--- config.mk ---
export PLATFORM = sky130hd
export DESIGN_NAME = ysyx_25030093_ifu
export DESIGN_NICKNAME = d
export VERILOG_FILES = /design/src/rtl/ysyx_25030093_pkg.sv /design/src/rtl/ysyx_25030093_ifu_wdt.sv /design/src/rtl/ysyx_25030093_ifu.sv
export SDC_FILE = /design/constraint.sdc
export NUM_CORES = 1
export LEC_CHECK = 0
export BUFFER_PORTS_ARGS = -buffer_cell sky130_fd_sc_hd__clkbuf_2
export CAP_MARGIN = 0
export CORE_MARGIN = 5
export CORE_UTILIZATION = 49
export CTS_BUF_LIST = sky130_fd_sc_hd__clkbuf_4 sky130_fd_sc_hd__clkbuf_8
export DETAILED_ROUTE_END_ITERATION = 10
export PLACE_DENSITY_LB_ADDON = 0.2
export SLEW_MARGIN = 20
export SYNTH_ARGS = -nofsm -noshare
export SYNTH_HDL_FRONTEND = slang
export SYNTH_SLANG_ARGS = --single-unit
--- constraint.sdc ---
create_clock -name clk -period 2.1 [get_ports clk]
set_clock_uncertainty 0.15 [all_clocks]
set_input_delay 0 -clock clk [delete_from_list [all_inputs] [get_ports clk]]
set_output_delay 0 -clock clk [all_outputs]
set_load 0.01 [all_outputs]
--- src/rtl/ysyx_25030093_pkg.sv ---
// Shared types and constants for the ysyx_25030093 fetch path.
package ysyx_25030093_pkg;

  localparam int unsigned XLEN = 32;
  localparam int unsigned ILEN = 32;

  localparam logic [ILEN-1:0] INST_NOP = 32'h0000_0013;

  typedef enum logic [2:0] {
    StBoot  = 3'd0,
    StReq   = 3'd1,
    StWait  = 3'd2,
    StValid = 3'd3,
    StErr   = 3'd4
  } ifu_state_e;

endpackage

--- src/rtl/ysyx_25030093_ifu_wdt.sv ---
// Response watchdog for the fetch unit: counts WAIT cycles without a response.
// Instantiated by the top only when IFU_TIMEOUT_EN is defined.
module ysyx_25030093_ifu_wdt #(
  parameter int unsigned TIMEOUT_CYC = 255
) (
  input  logic i_clk,
  input  logic i_rst_n,
  input  logic i_clear,
  input  logic i_tick,
  output logic o_expired
);

  localparam logic [15:0] LIMIT = 16'(TIMEOUT_CYC - 1);

  logic [15:0] r_cnt;

  // Holds at LIMIT; the FSM leaves WAIT on expiry so wrap is never reached.
  always_ff @(posedge i_clk) begin
    if (!i_rst_n) begin
      r_cnt <= 16'd0;
    end else if (i_clear) begin
      r_cnt <= 16'd0;
    end else if (i_tick && (r_cnt != LIMIT)) begin
      r_cnt <= r_cnt + 16'd1;
    end
  end

  assign o_expired = (r_cnt == LIMIT);

endmodule

--- src/rtl/ysyx_25030093_ifu.sv ---
// Instruction fetch unit: one outstanding imem request, valid/ready inst output to decode.
// Optional response timeout enabled by defining IFU_TIMEOUT_EN.
module ysyx_25030093_ifu
  import ysyx_25030093_pkg::*;
#(
  parameter logic [XLEN-1:0] RESET_PC    = 32'h8000_0000,
  parameter int unsigned     TIMEOUT_CYC = 255
) (
  input  logic            clk,
  input  logic            rst_n,
  output logic            imem_req_valid,
  input  logic            imem_req_ready,
  output logic [XLEN-1:0] imem_req_addr,
  input  logic            imem_rsp_valid,
  input  logic [ILEN-1:0] imem_rsp_data,
  input  logic            imem_rsp_err,
  output logic [ILEN-1:0] inst,
  output logic [XLEN-1:0] inst_pc,
  output logic            inst_valid,
  input  logic            inst_ready,
  input  logic [XLEN-1:0] next_pc,
  output logic            fetch_err
);

  if ((TIMEOUT_CYC < 2) || (TIMEOUT_CYC > 65535)) begin : g_bad_timeout
    $error("TIMEOUT_CYC must lie in 2..65535");
  end

  ifu_state_e      r_state;
  ifu_state_e      w_state_d;
  logic [XLEN-1:0] r_pc;
  logic [ILEN-1:0] r_inst;
  logic [XLEN-1:0] r_inst_pc;

  logic w_req_fire;
  logic w_rsp_ok;
  logic w_retire;
  logic w_timeout;

  assign w_req_fire = (r_state == StReq) && imem_req_ready;
  assign w_rsp_ok   = (r_state == StWait) && imem_rsp_valid && !imem_rsp_err;
  assign w_retire   = (r_state == StValid) && inst_ready;

`ifdef IFU_TIMEOUT_EN
  logic w_wdt_expired;

  ysyx_25030093_ifu_wdt #(
    .TIMEOUT_CYC(TIMEOUT_CYC)
  ) u_wdt (
    .i_clk    (clk),
    .i_rst_n  (rst_n),
    .i_clear  (w_req_fire),
    .i_tick   ((r_state == StWait) && !imem_rsp_valid),
    .o_expired(w_wdt_expired)
  );

  assign w_timeout = w_wdt_expired;
`else
  assign w_timeout = 1'b0;
`endif

  always_comb begin
    w_state_d = r_state;
    case (r_state)
      StBoot: w_state_d = StReq;
      StReq: begin
        if (imem_req_ready) w_state_d = StWait;
      end
      StWait: begin
        // A response arriving in the expiry cycle takes priority over the timeout.
        if (imem_rsp_valid) begin
          w_state_d = imem_rsp_err ? StErr : StValid;
        end else if (w_timeout) begin
          w_state_d = StErr;
        end
      end
      StValid: begin
        if (inst_ready) w_state_d = (next_pc[1:0] != 2'b00) ? StErr : StReq;
      end
      StErr:   w_state_d = StErr;
      default: w_state_d = StBoot;
    endcase
  end

  always_ff @(posedge clk) begin
    if (!rst_n) begin
      r_state   <= StBoot;
      r_pc      <= RESET_PC;
      r_inst    <= INST_NOP;
      r_inst_pc <= RESET_PC;
    end else begin
      r_state <= w_state_d;
      if (w_rsp_ok) begin
        r_inst    <= imem_rsp_data;
        r_inst_pc <= r_pc;
      end
      if (w_retire) r_pc <= next_pc;
    end
  end

  assign imem_req_valid = (r_state == StReq);
  assign imem_req_addr  = r_pc;
  assign inst           = r_inst;
  assign inst_pc        = r_inst_pc;
  assign inst_valid     = (r_state == StValid);
  assign fetch_err      = (r_state == StErr);

endmodule

# Yosys cells after proc, flatten, opt, wreduce, memory -nomap -nowiden
# Index checks and enable logic that the tools add are counted.
# totals
reg_bits,99
in_bits,70
out_inout_bits,99
wordCells,24
# op_classes
n_eq_ne,7
muxes,6
reduce_logical,7
# op_table
operator,n
2-to-1 mux 3 bit,5
case mux 3 bit (5 select lines),1
equality test 3 x 2 -> 1 bit (second input constant),2
!= test 2 x 1 -> 1 bit (second input constant),2
equality test 3 x 1 -> 1 bit (second input constant),1
equality test 3 bit (second input constant),1
logical AND 1 bit,3
logical NOT 3 bit,1
AND reduction 3 bit,1
!= test 2 bit (second input constant),1
nonzero test 2 bit,1
logical NOT 1 bit,1

# Logic depth before layout (Yosys ltp)
# Gate-level depths: netlist of the first run.
# depth
word_depth,4
depth_mapped,8
depth_no_buf,4

# Least setup slack after synthesis of the first run
# OpenSTA, ideal clock, no wires.
# synth_path
path_type,register -> register
from,reg r_state[1]
to,"reg r_inst_pc[3], in the netlist inst_pc[3]"
setup_ps,132
arrival_time_ps,1222
required_time_ps,1818
setup_slack_ps,596
stages_incl_launch_ff,9
n_path_buf,4
period_less_slack_ps,1504
cell_sequence,dfxtp_1 -> buf_6 -> nor2b_2 -> buf_6 -> and3_4 -> buf_12 -> buf_12 -> nand2_2 -> a21oi_2
# synth_via
elab_chain_len,3
# synth_lines
element,line_no,source
from (decl),ysyx_25030093_ifu.sv:29,ifu_state_e r_state;
from (signal assigned),ysyx_25030093_ifu.sv:87,r_state <= StBoot;
from (signal assigned),ysyx_25030093_ifu.sv:92,r_state <= w_state_d;
equality test 3 x 2 -> 1 bit,ysyx_25030093_ifu.sv:41,assign w_rsp_ok = (r_state == StWait) && imem_rsp_valid && !imem_rsp_err;
logical AND 1 bit (2 in series),ysyx_25030093_ifu.sv:41,
to (signal assigned),ysyx_25030093_ifu.sv:95,r_inst_pc <= r_pc;
to (decl),ysyx_25030093_ifu.sv:33,logic [XLEN-1:0] r_inst_pc;
# Every way passes these cells.
# A chain may end at the register's enable or synchronous reset.

# Worst setup path after layout of the first run
# layout_path
from,reg r_state[1]
to,"reg r_pc[21], in the netlist imem_req_addr[21]"
# layout_via
elab_chain_len,2
# layout_lines
element,line_no,source
equality test 3 x 2 -> 1 bit,ysyx_25030093_ifu.sv:42,assign w_retire = (r_state == StValid) && inst_ready;
logical AND 1 bit,ysyx_25030093_ifu.sv:42,
to (signal assigned),ysyx_25030093_ifu.sv:97,if (w_retire) r_pc <= next_pc;
to (decl),ysyx_25030093_ifu.sv:31,logic [XLEN-1:0] r_pc;
# Every way passes these cells.

==> results.md, run 1 <==
* Total routed wirelength at 11.4 mm
* Initial antenna violation count at 0
* TritonCTS clock tree: yes
* DP HPWL at 7.17 mm
* Count of placed standard cells including taps at 698
* Endpoint class of the critical path: flip-flop
* DRC violations left at 0
* Post-route cell area at 5570 µm²
* Highest signal layer in the routed design: met4
* Largest net degree at the start of global routing at 64
* Synth-to-Final Area Change at 44.7%
* # resized after CTS at 0
* Category of the critical setup timing path: reg -> reg
* Worst skew pair latency at 350 ps
* Wire length of the first global-routing pass at 18.2 mm
* Final worst-path setup slack at 233 ps
* Flip-flop and latch count after synthesis at 99
* Endpoint required time on the critical path at 2150 ps
* VDD IR-drop max at 0.546 mV
* Die X at 98.6 µm
* Result of the run: finished clean
* Die Footprint at 9730 µm²
* Final Non-Filler Cells at 784
* Routed length per instance at 14.5 µm
* Floorplan die height at 98.6 µm
* Core area at 7690 µm²
* Number of diodes at 0
* TritonCTS buffer count at 9
* Final antenna-violating net count at 0
* GP Congestion at 0.798
* Vias per inst at 4.87
* Fraction of final layout cells sized beyond drive strength 1 at 38.9%
* Clock-pin slew on the worst setup and hold paths at 90 ps
* Unrepaired setup endpoints after global routing: false
* Starting density of the core at 50.1%
* Pin slew with the least headroom to its limit at 783 ps
* Routed wire length on met3 at 761 µm
* Seq/Total Area, Yosys at 51.5%
* Path type of the worst min-delay path: in -> reg
* Clock tree sinks at 99
* Data arrival, critical path at 1920 ps
* Cells after synthesis at 450
* Post-synthesis average cell area at 8.56 µm²
* Final clock period utilization by the worst path at 88.9%
* Tightest slew margin relative to the limit at 47.8%
* Lkg Pwr at 2.31 nW
* Final period demand of the worst path at 1870 ps
* Nets in the synthesized netlist at 520
* Worst-path maximum fanout at 16
* Post-synthesis instance area at 3850 µm²
* Final hold vios at 0
* Count of max-cap constraint violations at 0
* Post-Place Setup Slack at 316 ps
* Slew Limit Fails at 0
* Io pins at 169
* Final setup violation count at 0
* Number of warning messages in the yosys log at 0
* H-tree depth at 3
* Power density over cell area at 767 nW/µm²
* Violation count after the first detailed-route iteration at 116
* Count of different cell masters after synthesis at 27
* All-Layer GR Usage at 22.9%
* Timing-limited maximum frequency at 536 MHz
* Post-route setup TNS at 0 ps
* Via count at 3818
* Sum of met2 wire segment lengths after detailed routing at 5.71 mm
* Clock tree root driver cell: sky130_fd_sc_hd__clkbuf_8
* Final net count at 747
* Finished Core Util at 72.5%
* Startpoint type of the worst setup path: flip-flop
* Pre-antenna DRT Iters at 4
* Vias in the first global route at 3805
* Cell area after placement at 4650 µm²
* Number of core rows at 32
* Count of input and output buffers at 168
* Post-route met1 wirelength at 4.53 mm
* Maximum number of buffers from clock root to sink at 2
* Total overflow reported by the global router at 0
state kept, by name, summed over array words and instances (netlist names):
register       count
imem_req_addr     32
inst              32
inst_pc           32
r_state            3
placed cells by master, fill, tap and decap left out, types with 2 or more instances in the layout:
| master | Yosys | final |
|---|---|---|
| sky130_fd_sc_hd__clkbuf_2 | 0 | 168 |
| sky130_fd_sc_hd__a21oi_1 | 60 | 60 |
| sky130_fd_sc_hd__dfxtp_1 | 99 | 99 |
| sky130_fd_sc_hd__nor3_1 | 2 | 2 |
| sky130_fd_sc_hd__nor3b_1 | 2 | 2 |
| sky130_fd_sc_hd__a21oi_2 | 35 | 35 |
| sky130_fd_sc_hd__nor2_1 | 3 | 3 |
| sky130_fd_sc_hd__buf_4 | 0 | 10 |
| sky130_fd_sc_hd__nand2_1 | 164 | 164 |
| sky130_fd_sc_hd__bufinv_16 | 0 | 2 |
| sky130_fd_sc_hd__clkinv_2 | 0 | 2 |
| sky130_fd_sc_hd__nand2_2 | 30 | 30 |
| sky130_fd_sc_hd__dlygate4sd3_1 | 0 | 70 |
| sky130_fd_sc_hd__nand3_1 | 6 | 6 |
| sky130_fd_sc_hd__clkbuf_8 | 0 | 9 |
| sky130_fd_sc_hd__clkinv_4 | 0 | 2 |
| sky130_fd_sc_hd__nand2b_1 | 2 | 2 |
per-stage QoR:
stage / power [mW] / hold WS [ps]
after floorplan: 2.65 / -27.4
after global placement: 2.82 / 60.7
after detailed placement: 2.84 / 64.0
after CTS: 4.29 / 0.811
after global routing: 4.45 / 39.2
final: 4.27 / 15.0
area by class of cell:
type,count,area (µm²)
Fill cell,609,2120
Sequential cell,99,1980
Timing Repair Buffer,249,1640
Multi-Input combinational cell,316,1600
Clock buffer,10,131
Tap cell,102,128
Clock inverter,6,90.1
Inverter,2,8.76
Yosys cell counts:
library cell                 n  area share, %
sky130_fd_sc_hd__a31oi_1     1           0.16
sky130_fd_sc_hd__buf_12      7            3.6
sky130_fd_sc_hd__nor3b_1     2           0.39
sky130_fd_sc_hd__and2_1      1           0.16
sky130_fd_sc_hd__nand3_2     1           0.26
sky130_fd_sc_hd__nor2b_2     1           0.23
sky130_fd_sc_hd__and3_4      1           0.29
sky130_fd_sc_hd__buf_2      15            1.9
sky130_fd_sc_hd__nand4b_1    1           0.23
sky130_fd_sc_hd__nand2_2    30            4.9
sky130_fd_sc_hd__dfxtp_1    99             51
sky130_fd_sc_hd__nor3_2      1           0.26
sky130_fd_sc_hd__nor2_1      3           0.29
sky130_fd_sc_hd__nand2_1   164             16
sky130_fd_sc_hd__inv_1       2           0.20
sky130_fd_sc_hd__nand4_1     1           0.16
sky130_fd_sc_hd__o41ai_1     1           0.23
sky130_fd_sc_hd__a22o_1      1           0.23
sky130_fd_sc_hd__o21ai_0     1           0.13
sky130_fd_sc_hd__a21oi_1    60            7.8
sky130_fd_sc_hd__buf_6       2           0.58
sky130_fd_sc_hd__nor3_1      2           0.26
sky130_fd_sc_hd__clkbuf_1    9           0.88
sky130_fd_sc_hd__a21oi_2    35            8.0
sky130_fd_sc_hd__nand2b_1    2           0.32
sky130_fd_sc_hd__mux2i_1     1           0.26
sky130_fd_sc_hd__nand3_1     6           0.78
final timing paths:
check / depth (start not counted) / slack [ps] / from / end
worst min register to register: 2 / 310 / inst[14]$_SDFFE_PN0P_ / inst[14]$_SDFFE_PN0P_
worst max-delay path: 5 / 230 / r_state[1]$_SDFFE_PN0P_ / imem_req_addr[21]$_SDFFE_PN0P_
worst min-delay path: 4 / 20 / inst_ready / imem_req_addr[31]$_SDFFE_PN1P_
worst max register to register: 5 / 230 / r_state[1]$_SDFFE_PN0P_ / imem_req_addr[21]$_SDFFE_PN0P_
power by group:
group,internal [mW],switching (mW)
clock network,0.687,0.656
logic,0.367,0.469
registers,1.98,0.115
total,3.03,1.24
layer usage:
metal	GRT usage, %	up-vias
li1	-	1906
met2	40.5	149
met5	0	-
met4	11.2	0
met1	25.7	1731
met3	5.52	32
timing repair:
item,4_1_cts,5_1_grt
hold endpoints to repair,68,0
hold buffers,70,0
setup buffers,0,0
cell families after synthesis:
group                  after synthesis  share of synthesized area [%]
AOI/OAI and AO/OA                   99                           16.5
muxes                                1                          0.260
buffers and inverters               35                           7.25
and+or+nand+nor                    216                           24.5
DFF                                 99                           51.5
critical path, cell delays in order, from the launching register on:
cell and delay, ps:
sky130_fd_sc_hd__dfxtp_1 480, sky130_fd_sc_hd__nor2b_2 360, sky130_fd_sc_hd__nand3_1 270, sky130_fd_sc_hd__buf_4 290, sky130_fd_sc_hd__nand2_1 90, sky130_fd_sc_hd__a21oi_1 70
Power figures use the tool's default switching activity.
==> inputs of run 2 (changes only) <==
ABC_AREA = 1   (was not set)
CORE_UTILIZATION = 48   (was 49)
PLACE_DENSITY = 0.89   (was not set)
PLACE_DENSITY_LB_ADDON = not set   (was 0.2)
==> run 2 against run 1 <==
  * Cell area fell by 2.9%
  * Sequential share of layout area is 1.1 points higher
  * Synthesized cell count grew 1.6%
  * First-iteration DRC count grew 60%
  * Final cell count up 0.77%
  * Clock-buffer cell count is the same
  * Largest power group unchanged
  * Sequential power about the same
  * Highest routed layer unchanged
  * Largest cell class unchanged
  * Worst hold slack better by 4.0 ps
==> results.md, run 2 <==
* Most common cell in the synthesized netlist: sky130_fd_sc_hd__nand2_1
* Post-synthesis instance area at 3640 µm² (-5.3%)
* Top FF cell, synth: sky130_fd_sc_hd__dfxtp_1
* Wire length of the first global-routing pass at 19.8 mm (+8.7%)
* Vias per inst at 5.03 (+3.3%)
* Final antenna-violating net count at 0 (unchanged)
* Flip-flop and latch count after synthesis at 99 (unchanged)
* Top library cells by usage in the layout, fill and taps aside: sky130_fd_sc_hd__nand2_1 (192), sky130_fd_sc_hd__clkbuf_2 (168), sky130_fd_sc_hd__dfxtp_1 (98), sky130_fd_sc_hd__a21oi_1 (83), sky130_fd_sc_hd__dlygate4sd3_1 (72)
* Die X at 97.1 µm (-1.5%)
* Die Footprint at 9440 µm² (-3.0%)
* Data arrival, critical path at 2050 ps (+130 ps)
* Count of max-cap constraint violations at 0 (unchanged)
* Power density over cell area at 773 nW/µm² (+0.77%)
* Clock network fraction of design power at 29.2% (-2.2 points)
* Endpoint class of the critical path: flip-flop
* Cells after synthesis at 457 (+1.6%)
* Nets in the synthesized netlist at 527 (+1.3%)
* H-tree depth at 3 (unchanged)
* Number of core rows at 31 (-3.1%)
* Vias in the first global route at 4031 (+5.9%)
* Pre-antenna DRT Iters at 5 (+1)
* Final setup violation count at 0 (unchanged)
* P_int at 2.96 mW (-2.4%)
* Core area at 7330 µm² (-4.6%)
* Leading post-synthesis cells by instance count: sky130_fd_sc_hd__nand2_1 (192), sky130_fd_sc_hd__dfxtp_1 (99), sky130_fd_sc_hd__a21oi_1 (83)
* Clock tree sinks at 99 (unchanged)
* Endpoint required time on the critical path at 2190 ps (+40 ps)
* VDD IR-drop max at 0.520 mV (-4.8%)
* Via count at 3974 (+4.1%)
* Worst skew pair latency at 350 ps (about the same)
* Post-synthesis average cell area at 7.98 µm² (-6.8%)
* Post-synth EDFFs at 0 (unchanged)
* Final period demand of the worst path at 1960 ps (+98.1 ps)
* Initial antenna violation count at 1 (+1)
* Io pins at 169 (unchanged)
* DRC violations left at 0 (unchanged)
* Clock-pin slew on the worst setup and hold paths at 100 ps (about the same)
* Maximum number of buffers from clock root to sink at 2 (unchanged)
* Seq/Total Area, Yosys at 54.4% (+2.9 points)
* Fraction of power spent switching nets at 29.2% (+0.15 points)
* Tightest slew margin relative to the limit at 63.8% (+16 points)
* Clock tree root driver cell: sky130_fd_sc_hd__clkbuf_8
* Startpoint type of the worst setup path: flip-flop
* Hold Worst Slack at 19.0 ps (+4.02 ps)
* Starting density of the core at 49.7% (-0.36 points)
* Post-route cell area at 5410 µm² (-2.9%)
* Worst-path maximum fanout at 32 (+16)
* Count of different cell masters after synthesis at 18 (-33%)
* Unrepaired setup endpoints after global routing: false
* Most common library cell in the layout ignoring fill and taps: sky130_fd_sc_hd__nand2_1
* All-Layer GR Usage at 25.5% (+2.6 points)
* Number of filler cells placed in the layout at 536 (-12%)
* Net switching component of the power at 1.22 mW (-1.7%)
* Footprint of the multi-input gates at 1420 µm² (-11%)
* Post-synth top area share at 54.4% (+2.9 points)
* Cell type contributing the most total cell area after synthesis: sky130_fd_sc_hd__dfxtp_1
* DP HPWL at 7.13 mm (-0.59%)
* Comb pwr share at 21.2% (+1.6 points)
* GP Congestion at 0.881 (+11%)
* Floorplan die height at 97.1 µm (-1.5%)
* Number of warning messages in the yosys log at 0 (unchanged)
* Category of the critical setup timing path: reg -> reg
* Total routed wirelength at 12.1 mm (+6.5%)
* Result of the run: finished clean
* Final clock period utilization by the worst path at 93.6% (+4.7 points)
* Path type of the worst min-delay path: in -> reg
* Synth-to-Final Area Change at 48.4%
* Final hold vios at 0 (unchanged)
* Pin slew with the least headroom to its limit at 543 ps (-240 ps)
* Violation count after the first detailed-route iteration at 186 (+60%)
* Largest net degree at the start of global routing at 65 (+1.6%)
* Routed length per instance at 15.4 µm (+5.7%)
* Fraction of final layout cells sized beyond drive strength 1 at 31.7% (-7.1 points)
* Cell area after placement at 4480 µm² (-3.6%)
* Sequential cell fraction of total power at 49.5% (+0.5 points)
* Count of input and output buffers at 168 (unchanged)
* Post-route setup TNS at 0 ps (unchanged)
* Total overflow reported by the global router at 0 (unchanged)
* Final net count at 755 (+1.1%)
* TritonCTS buffer count at 9 (unchanged)
* Top area cells in the synthesized netlist: sky130_fd_sc_hd__dfxtp_1 (54%), sky130_fd_sc_hd__nand2_1 (20%), sky130_fd_sc_hd__a21oi_1 (11%), sky130_fd_sc_hd__buf_6 (2.8%), sky130_fd_sc_hd__a21oi_2 (2.4%)
* TritonCTS clock tree: yes
* Finished Core Util at 73.8% (+1.3 points)
* Async set-or-reset flop fraction in the synthesized netlist at 0% (unchanged)
* Lkg Pwr at 2.32 nW (+0.72%)
* Area used by sequential logic in the layout at 1980 µm² (about the same)
* Timing-limited maximum frequency at 509 MHz (-5.0%)
* Slew Limit Fails at 0 (unchanged)
[run 2: final timing paths]
kind                            from                              to  slack [ps]  depth (start not counted)
max          r_state[0]$_SDFFE_PN0P_  imem_req_addr[31]$_SDFFE_PN1P_         140                          7
min                       inst_ready  imem_req_addr[25]$_SDFFE_PN0P_          20                          5
max reg2reg  r_state[0]$_SDFFE_PN0P_  imem_req_addr[31]$_SDFFE_PN1P_         140                          7
min reg2reg    inst[21]$_SDFFE_PN0P_           inst[21]$_SDFFE_PN0P_         320                          2
[run 2: routing by layer]
layer / routed length [µm] / track usage, %
met1: 4410 / 27.4
met2: 6380 / 46.1
met3: 861 / 6.10
met4: 495 / 13.0
met5: 0 / 0
[run 2: timing repair]
item | CTS | global route
gates resized for setup | 0 | 2
buffers inserted | 0 | 0
setup endpoints to repair | 0 | 1
hold endpoints to repair | 68 | 0
hold buffers | 72 | 0
[run 2: layout make-up]
class                           count  area share, %
Sequential cell                    99           36.7
Timing Repair Buffer              246           30.2
Multi-Input combinational cell    318           26.2
Clock buffer                       10           2.54
Tap cell                           99           2.29
Clock inverter                      6           1.20
Inverter                           11          0.902
Antenna cell                        1         0.0463
[run 2: worst max-delay path, stage by stage, from the launching register on]
cell	delay, ps
sky130_fd_sc_hd__dfxtp_2	400
sky130_fd_sc_hd__nand2_2	80
sky130_fd_sc_hd__nor2_4	150
sky130_fd_sc_hd__nand2_2	100
sky130_fd_sc_hd__buf_4	260
sky130_fd_sc_hd__nand2_1	90
sky130_fd_sc_hd__nand3_1	60
sky130_fd_sc_hd__dlygate4sd3_1	560
[run 2: logic make-up (layout without fill, tap and decap cells)]
group,count (synthesis),count (layout),share of synthesized area [%]
flops,99,99,54.4
buf+inv,40,273,6.76
simple gates,224,224,24.9
other cells,0,1,0
compound gates,94,94,13.9
[run 2: metrics by stage]
stage                     worst slack [ps]  cells  total power [mW]
after floorplan                        679    457              2.57
after global placement                 540    701              2.76
after detailed placement               441    701              2.79
after CTS                             40.0    789              4.16
after global routing                  48.2    790              4.39
final                                  135    790              4.18
[run 2: power groups by stage]
| stage | combinational (mW) | clock (mW) | sequential, mW |
|---|---|---|---|
| 3_5_place_dp | 0.686 | 0 | 2.11 |
| 3_3_place_gp | 0.657 | 0 | 2.10 |
| 2_1_floorplan | 0.434 | 0 | 2.13 |
| 5_1_grt | 0.971 | 1.34 | 2.09 |
| 6_report | 0.887 | 1.22 | 2.07 |
| 4_1_cts | 0.854 | 1.25 | 2.06 |
